`src/rtl/event_encoder8to3.sv`:
```
// ============================================================================
// Module      : event_encoder8to3
// Description : Captures an 8-bit multi-hot event vector and drains it one
//               set-bit index at a time over a valid/ready output stream.
// Revision    : 1.0 - initial release
// ============================================================================
`default_nettype none

module event_encoder8to3 #(
    parameter bit PRIORITY_LSB = 1'b1
) (
    input  logic       clk,
    input  logic       rst_n,
    input  logic       in_valid,
    output logic       in_ready,
    input  logic [7:0] in_vec,
    output logic       out_valid,
    input  logic       out_ready,
    output logic [2:0] out_idx,
    output logic       out_last,
    output logic [3:0] out_count,
    output logic       zero_err
);

    localparam logic [0:0] ST_IDLE  = 1'b0;
    localparam logic [0:0] ST_DRAIN = 1'b1;

    logic [0:0] state_q,    state_d;
    logic [7:0] pending_q,  pending_d;
    logic [3:0] count_q,    count_d;
    logic       zero_err_q, zero_err_d;
    logic [2:0] hold_idx_q, hold_idx_d;
    logic       hold_last_q, hold_last_d;

    logic [2:0] sel_idx;
    logic       sel_single;
    logic       in_hs;
    logic       out_hs;

    function automatic logic [3:0] popcount8(input logic [7:0] v);
        logic [3:0] n;
        n = 4'd0;
        for (int i = 0; i < 8; i++) begin
            n = n + {3'd0, v[i]};
        end
        return n;
    endfunction

    function automatic logic [2:0] lowest_set(input logic [7:0] v);
        logic [2:0] idx;
        idx = 3'd0;
        for (int i = 7; i >= 0; i--) begin
            if (v[i]) idx = 3'(i);
        end
        return idx;
    endfunction

    function automatic logic [2:0] highest_set(input logic [7:0] v);
        logic [2:0] idx;
        idx = 3'd0;
        for (int i = 0; i < 8; i++) begin
            if (v[i]) idx = 3'(i);
        end
        return idx;
    endfunction

    // Presented index and last flag derive only from the registered pending mask.
    generate
        if (PRIORITY_LSB) begin : g_prio_lsb
            assign sel_idx = lowest_set(pending_q);
        end else begin : g_prio_msb
            assign sel_idx = highest_set(pending_q);
        end
    endgenerate

    assign sel_single = (pending_q != 8'd0) && ((pending_q & (pending_q - 8'd1)) == 8'd0);

    assign in_hs  = (state_q == ST_IDLE)  && in_valid;
    assign out_hs = (state_q == ST_DRAIN) && out_ready;

    always_ff @(posedge clk) begin
        if (!rst_n) begin
            state_q <= ST_IDLE;
        end else begin
            state_q <= state_d;
        end
    end

    always_comb begin
        state_d = state_q;
        case (state_q)
            ST_IDLE: begin
                if (in_valid && (in_vec != 8'd0)) state_d = ST_DRAIN;
            end
            ST_DRAIN: begin
                if (out_ready && sel_single) state_d = ST_IDLE;
            end
            default: state_d = ST_IDLE;
        endcase
    end

    always_comb begin
        in_ready  = (state_q == ST_IDLE);
        out_valid = (state_q == ST_DRAIN);
        out_idx   = hold_idx_q;
        out_last  = hold_last_q;
        if (state_q == ST_DRAIN) begin
            out_idx  = sel_idx;
            out_last = sel_single;
        end
    end

    always_comb begin
        pending_d   = pending_q;
        count_d     = count_q;
        zero_err_d  = 1'b0;
        hold_idx_d  = hold_idx_q;
        hold_last_d = hold_last_q;
        if (in_hs) begin
            if (in_vec != 8'd0) begin
                pending_d = in_vec;
                count_d   = popcount8(in_vec);
            end else begin
                zero_err_d = 1'b1;
            end
        end
        // Remember what was last presented so IDLE outputs stay deterministic.
        if (out_hs) begin
            pending_d   = pending_q & ~(8'd1 << sel_idx);
            hold_idx_d  = sel_idx;
            hold_last_d = sel_single;
        end
    end

    always_ff @(posedge clk) begin
        if (!rst_n) begin
            pending_q   <= 8'd0;
            count_q     <= 4'd0;
            zero_err_q  <= 1'b0;
            hold_idx_q  <= 3'd0;
            hold_last_q <= 1'b0;
        end else begin
            pending_q   <= pending_d;
            count_q     <= count_d;
            zero_err_q  <= zero_err_d;
            hold_idx_q  <= hold_idx_d;
            hold_last_q <= hold_last_d;
        end
    end

    assign out_count = count_q;
    assign zero_err  = zero_err_q;

endmodule

`default_nettype wire

```
`config.mk`:
```
export PLATFORM = sky130hd
export DESIGN_NAME = event_encoder8to3
export DESIGN_NICKNAME = d
export VERILOG_FILES = /design/src/rtl/event_encoder8to3.sv
export SDC_FILE = /design/constraint.sdc
export NUM_CORES = 1
export LEC_CHECK = 0
export CAP_MARGIN = 20
export CELL_PAD_IN_SITES_DETAIL_PLACEMENT = 1
export CELL_PAD_IN_SITES_GLOBAL_PLACEMENT = 1
export CORE_MARGIN = 2
export CORE_UTILIZATION = 35
export DETAILED_ROUTE_END_ITERATION = 12
export HOLD_SLACK_MARGIN = 0.15
export PLACE_DENSITY_LB_ADDON = 0.2
export SLEW_MARGIN = 20
export SYNTH_ARGS = -nofsm -noshare
export SYNTH_HDL_FRONTEND = slang
export SYNTH_SLANG_ARGS = --single-unit
```
`constraint.sdc`:
```
create_clock -name clk -period 3.7 [get_ports clk]
set_input_delay 0.555 -clock clk [delete_from_list [all_inputs] [get_ports clk]]
set_output_delay 0.555 -clock clk [all_outputs]
set_load 0.1 [all_outputs]
```
==> results.json <==
{
  "fin_util_pct": 46.0,
  "synth_edf_count": 0,
  "cts_buffer_depth": 2,
  "hold_viol_final": 0,
  "post-synth-top-area-fraction_pct": 31.3,
  "cellLeakagePower_uw": 0.000585,
  "postSynthCellCount": 143,
  "fin_ws_ns": 0.320,
  "clkSlewWorstSetupHoldPaths_ns": 0.11,
  "gp_congestion": 0.797,
  "ant_nets": 0,
  "grt_pass1_wl_mm": 5.13,
  "ys_seq_area_share_pct": 31.3,
  "synthFlopType": "dfxtp_1",
  "hold_class": "reg -> reg",
  "mostFrequentLayoutCell": "nand2_1",
  "cap_violations": 0,
  "globalRouteOverflowTotal": 0,
  "max_freq_mhz": 296,
  "routedWlPerCell_microns": 14.4,
  "wirelength_mm": 2.99,
  "holdWs_ns": 0.480,
  "drt_iter0_markers": 19,
  "holdPathStages": 2,
  "cp.depth": 11,
  "report.power.total_uw": 648,
  "yosys.area.top_type": "dfxtp_1",
  "dr.pass1.iters": 4,
  "worstSkewPairLatency_ns": 0.29,
  "rrSetupSlack_ns": 1.75,
  "clockRootBuffer": "clkbuf_4",
  "fin_setup_tns_ns": 0,
  "ios": 23,
  "grt_max_degree": 22,
  "mappedNetlistNets": 163,
  "ctsHoldBuffers": 0,
  "synthArstFlopShare_pct": 0,
  "hold_end": "out_count[3]$_SDFFE_PN0P_",
  "fp.dieH_microns": 61.4,
  "fin_crit_sh_pct": 91.4,
  "crit_chain": "clkdlybuf4s50_1, inv_1, fa_1, fa_1, fa_1, inv_1, ha_1, fa_1, xnor2_1, nand2_1, o211a_1",
  "numCtsBuffers": 3,
  "final_net_count": 184,
  "cp_slowest_stage_delay_ns": 0.55,
  "crit_buf_inv": 3,
  "worstSetupPathType": "in -> reg",
  "fill_cells": 402,
  "p_per_area_nw_per_um2": 454,
  "n_antenna_cell": 0,
  "slew_viol_final": 0,
  "die-area_sq_um": 3770,
  "status": "finished clean",
  "setup_viol": 0,
  "start_util_pct": 37.1,
  "syn2layout_area_growth_pct": 24.0,
  "crit_slowest_cell": "fa_1",
  "postCtsSetupBuffers": 0,
  "synth_area_sq_um": 1150,
  "vias": 1085,
  "drive_above_1_share_pct": 8.59,
  "rsz0062_at_grt": "false",
  "final-seq-area_sq_um": 360,
  "drc": 0,
  "synthTopCellsByArea": "dfxtp_1, nand2_1, fa_1",
  "ys_seq_elements": 18,
  "antenna_found_initial": 0,
  "grt_pass1_vias": 1119,
  "hold_start": "out_count[3]$_SDFFE_PN0P_",
  "timing.rr.end": "pending_q[5]$_SDFFE_PN0P_",
  "htreeDepth": 1,
  "irDropWorstVdd_uv": 324,
  "multiInputGateArea_sq_um": 707,
  "rr_startpoint": "pending_q[0]$_SDFFE_PN0P_",
  "cts_resized": 0,
  "portBuffers": 22,
  "fin_skew_ns": 0.00541,
  "die_x_microns": 61.4,
  "synth_warnings": 0,
  "place_ws_ns": -0.0193,
  "rows": 20,
  "cts.sinks": 18,
  "worst_pin_slew_ns": 0.970,
  "coreArea_sq_um": 3100,
  "end_kind": "flop",
  "crit_family": "adder cells",
  "post_synth.cell_area_avg_sq_um": 8.06,
  "cp_data_arrival_time_ns": 3.57,
  "r2r_cells": 5,
  "required_ns": 3.89,
  "grt_use_total_pct": 18.8,
  "cp-start-kind": "input pin",
  "critical_path.max_fanout": 2,
  "min_period_ns": 3.38,
  "tritoncts": "yes",
  "final_cell_mix": "nand2_1, dfxtp_1, clkdlybuf4s50_1",
  "cpMostUsedCell": "fa_1",
  "slew_headroom_pct": 35.1,
  "via_per_inst": 5.24,
  "hpwl_mm": 2.39,
  "synthDistinctLibCells": 39
}
==> state kept, by name (all words and copies together), names as in the netlist <==
register,count
pending_q,8
out_valid,1
hold_last_q,1
zero_err,1
out_count,4
hold_idx_q,3
==> worst register-to-register path: cells and delay by family, from the launching register on <==
kind | cells | cell delay (ns)
DFF | 1 | 0.38
AOI/OAI and AO/OA | 2 | 0.39
and+or+nand+nor | 3 | 1.08
==> per-layer routing <==
metal | part of all wire (%) | global-route usage, % | up-vias | wire length [microns]
met5 | 0 | 0 | - | 0
met4 | 1.3 | 6.99 | 0 | 39
met3 | 2.3 | 3.78 | 6 | 68
met2 | 51 | 32.4 | 13 | 1520
met1 | 46 | 23.1 | 532 | 1360
li1 | - | - | 534 | -
==> where the power goes <==
group	switching (uW)	internal [uW]	total, uW
Combinational	202	94.7	297
Sequential	19.6	210	230
Clock	61.8	59.9	122
==> cell type report <==
type | instances | share of cell area, %
repair buffers | 22 | 14.7
flip-flops and latches | 18 | 25.2
well taps | 44 | 3.85
clock buffers | 4 | 2.54
multi-input cells | 103 | 49.5
inverters | 16 | 4.20
==> synthesized netlist by cell type (2+ instances only) <==
| library cell | n |
|---|---|
| a21boi_0 | 7 |
| a21boi_1 | 2 |
| a21oi_1 | 4 |
| a221o_1 | 2 |
| a31oi_1 | 3 |
| and2_1 | 4 |
| and3_1 | 2 |
| buf_2 | 2 |
| clkbuf_1 | 4 |
| dfxtp_1 | 18 |
| fa_1 | 4 |
| ha_1 | 4 |
| inv_1 | 16 |
| mux2_2 | 3 |
| nand2_1 | 22 |
| nand3_1 | 7 |
| nor2_1 | 5 |
| nor2b_1 | 2 |
| nor3_1 | 6 |
| o211ai_1 | 2 |
| o21ai_0 | 6 |
==> stage by stage <==
| step | cells | area (sq um) |
|---|---|---|
| after floorplan | 143 | 1150 |
| after global placement | 203 | 1390 |
| after detailed placement | 203 | 1390 |
| after CTS | 207 | 1430 |
| after global routing | 207 | 1430 |
| final | 207 | 1430 |
==> logic make-up (layout without fill, tap and decap cells) <==
| group | after synthesis | count (layout) | synth area share [%] |
|---|---|---|---|
| compound gates | 37 | 37 | 23.2 |
| fa+ha+maj | 8 | 8 | 11.3 |
| mux | 3 | 3 | 2.93 |
| simple gates | 53 | 53 | 22.4 |
| buf+inv | 22 | 42 | 7.38 |
| xor+xnor | 2 | 2 | 1.52 |
| flops | 18 | 18 | 31.3 |
==> worst max path at each step <==
stage | from | to | slack (ns)
2_1_floorplan | in_vec[0] | out_count[2]$_SDFFE_PN0P_ | 0.62
4_1_cts | in_vec[0] | out_count[2]$_SDFFE_PN0P_ | 0.30
3_5_place_dp | in_vec[0] | out_count[2]$_SDFFE_PN0P_ | -0.02
5_1_grt | in_vec[0] | out_count[2]$_SDFFE_PN0P_ | 0.21
6_report | in_vec[0] | out_count[2]$_SDFFE_PN0P_ | 0.32
3_3_place_gp | in_vec[0] | out_count[2]$_SDFFE_PN0P_ | 0.06
(Power assumes the default switching activity.)
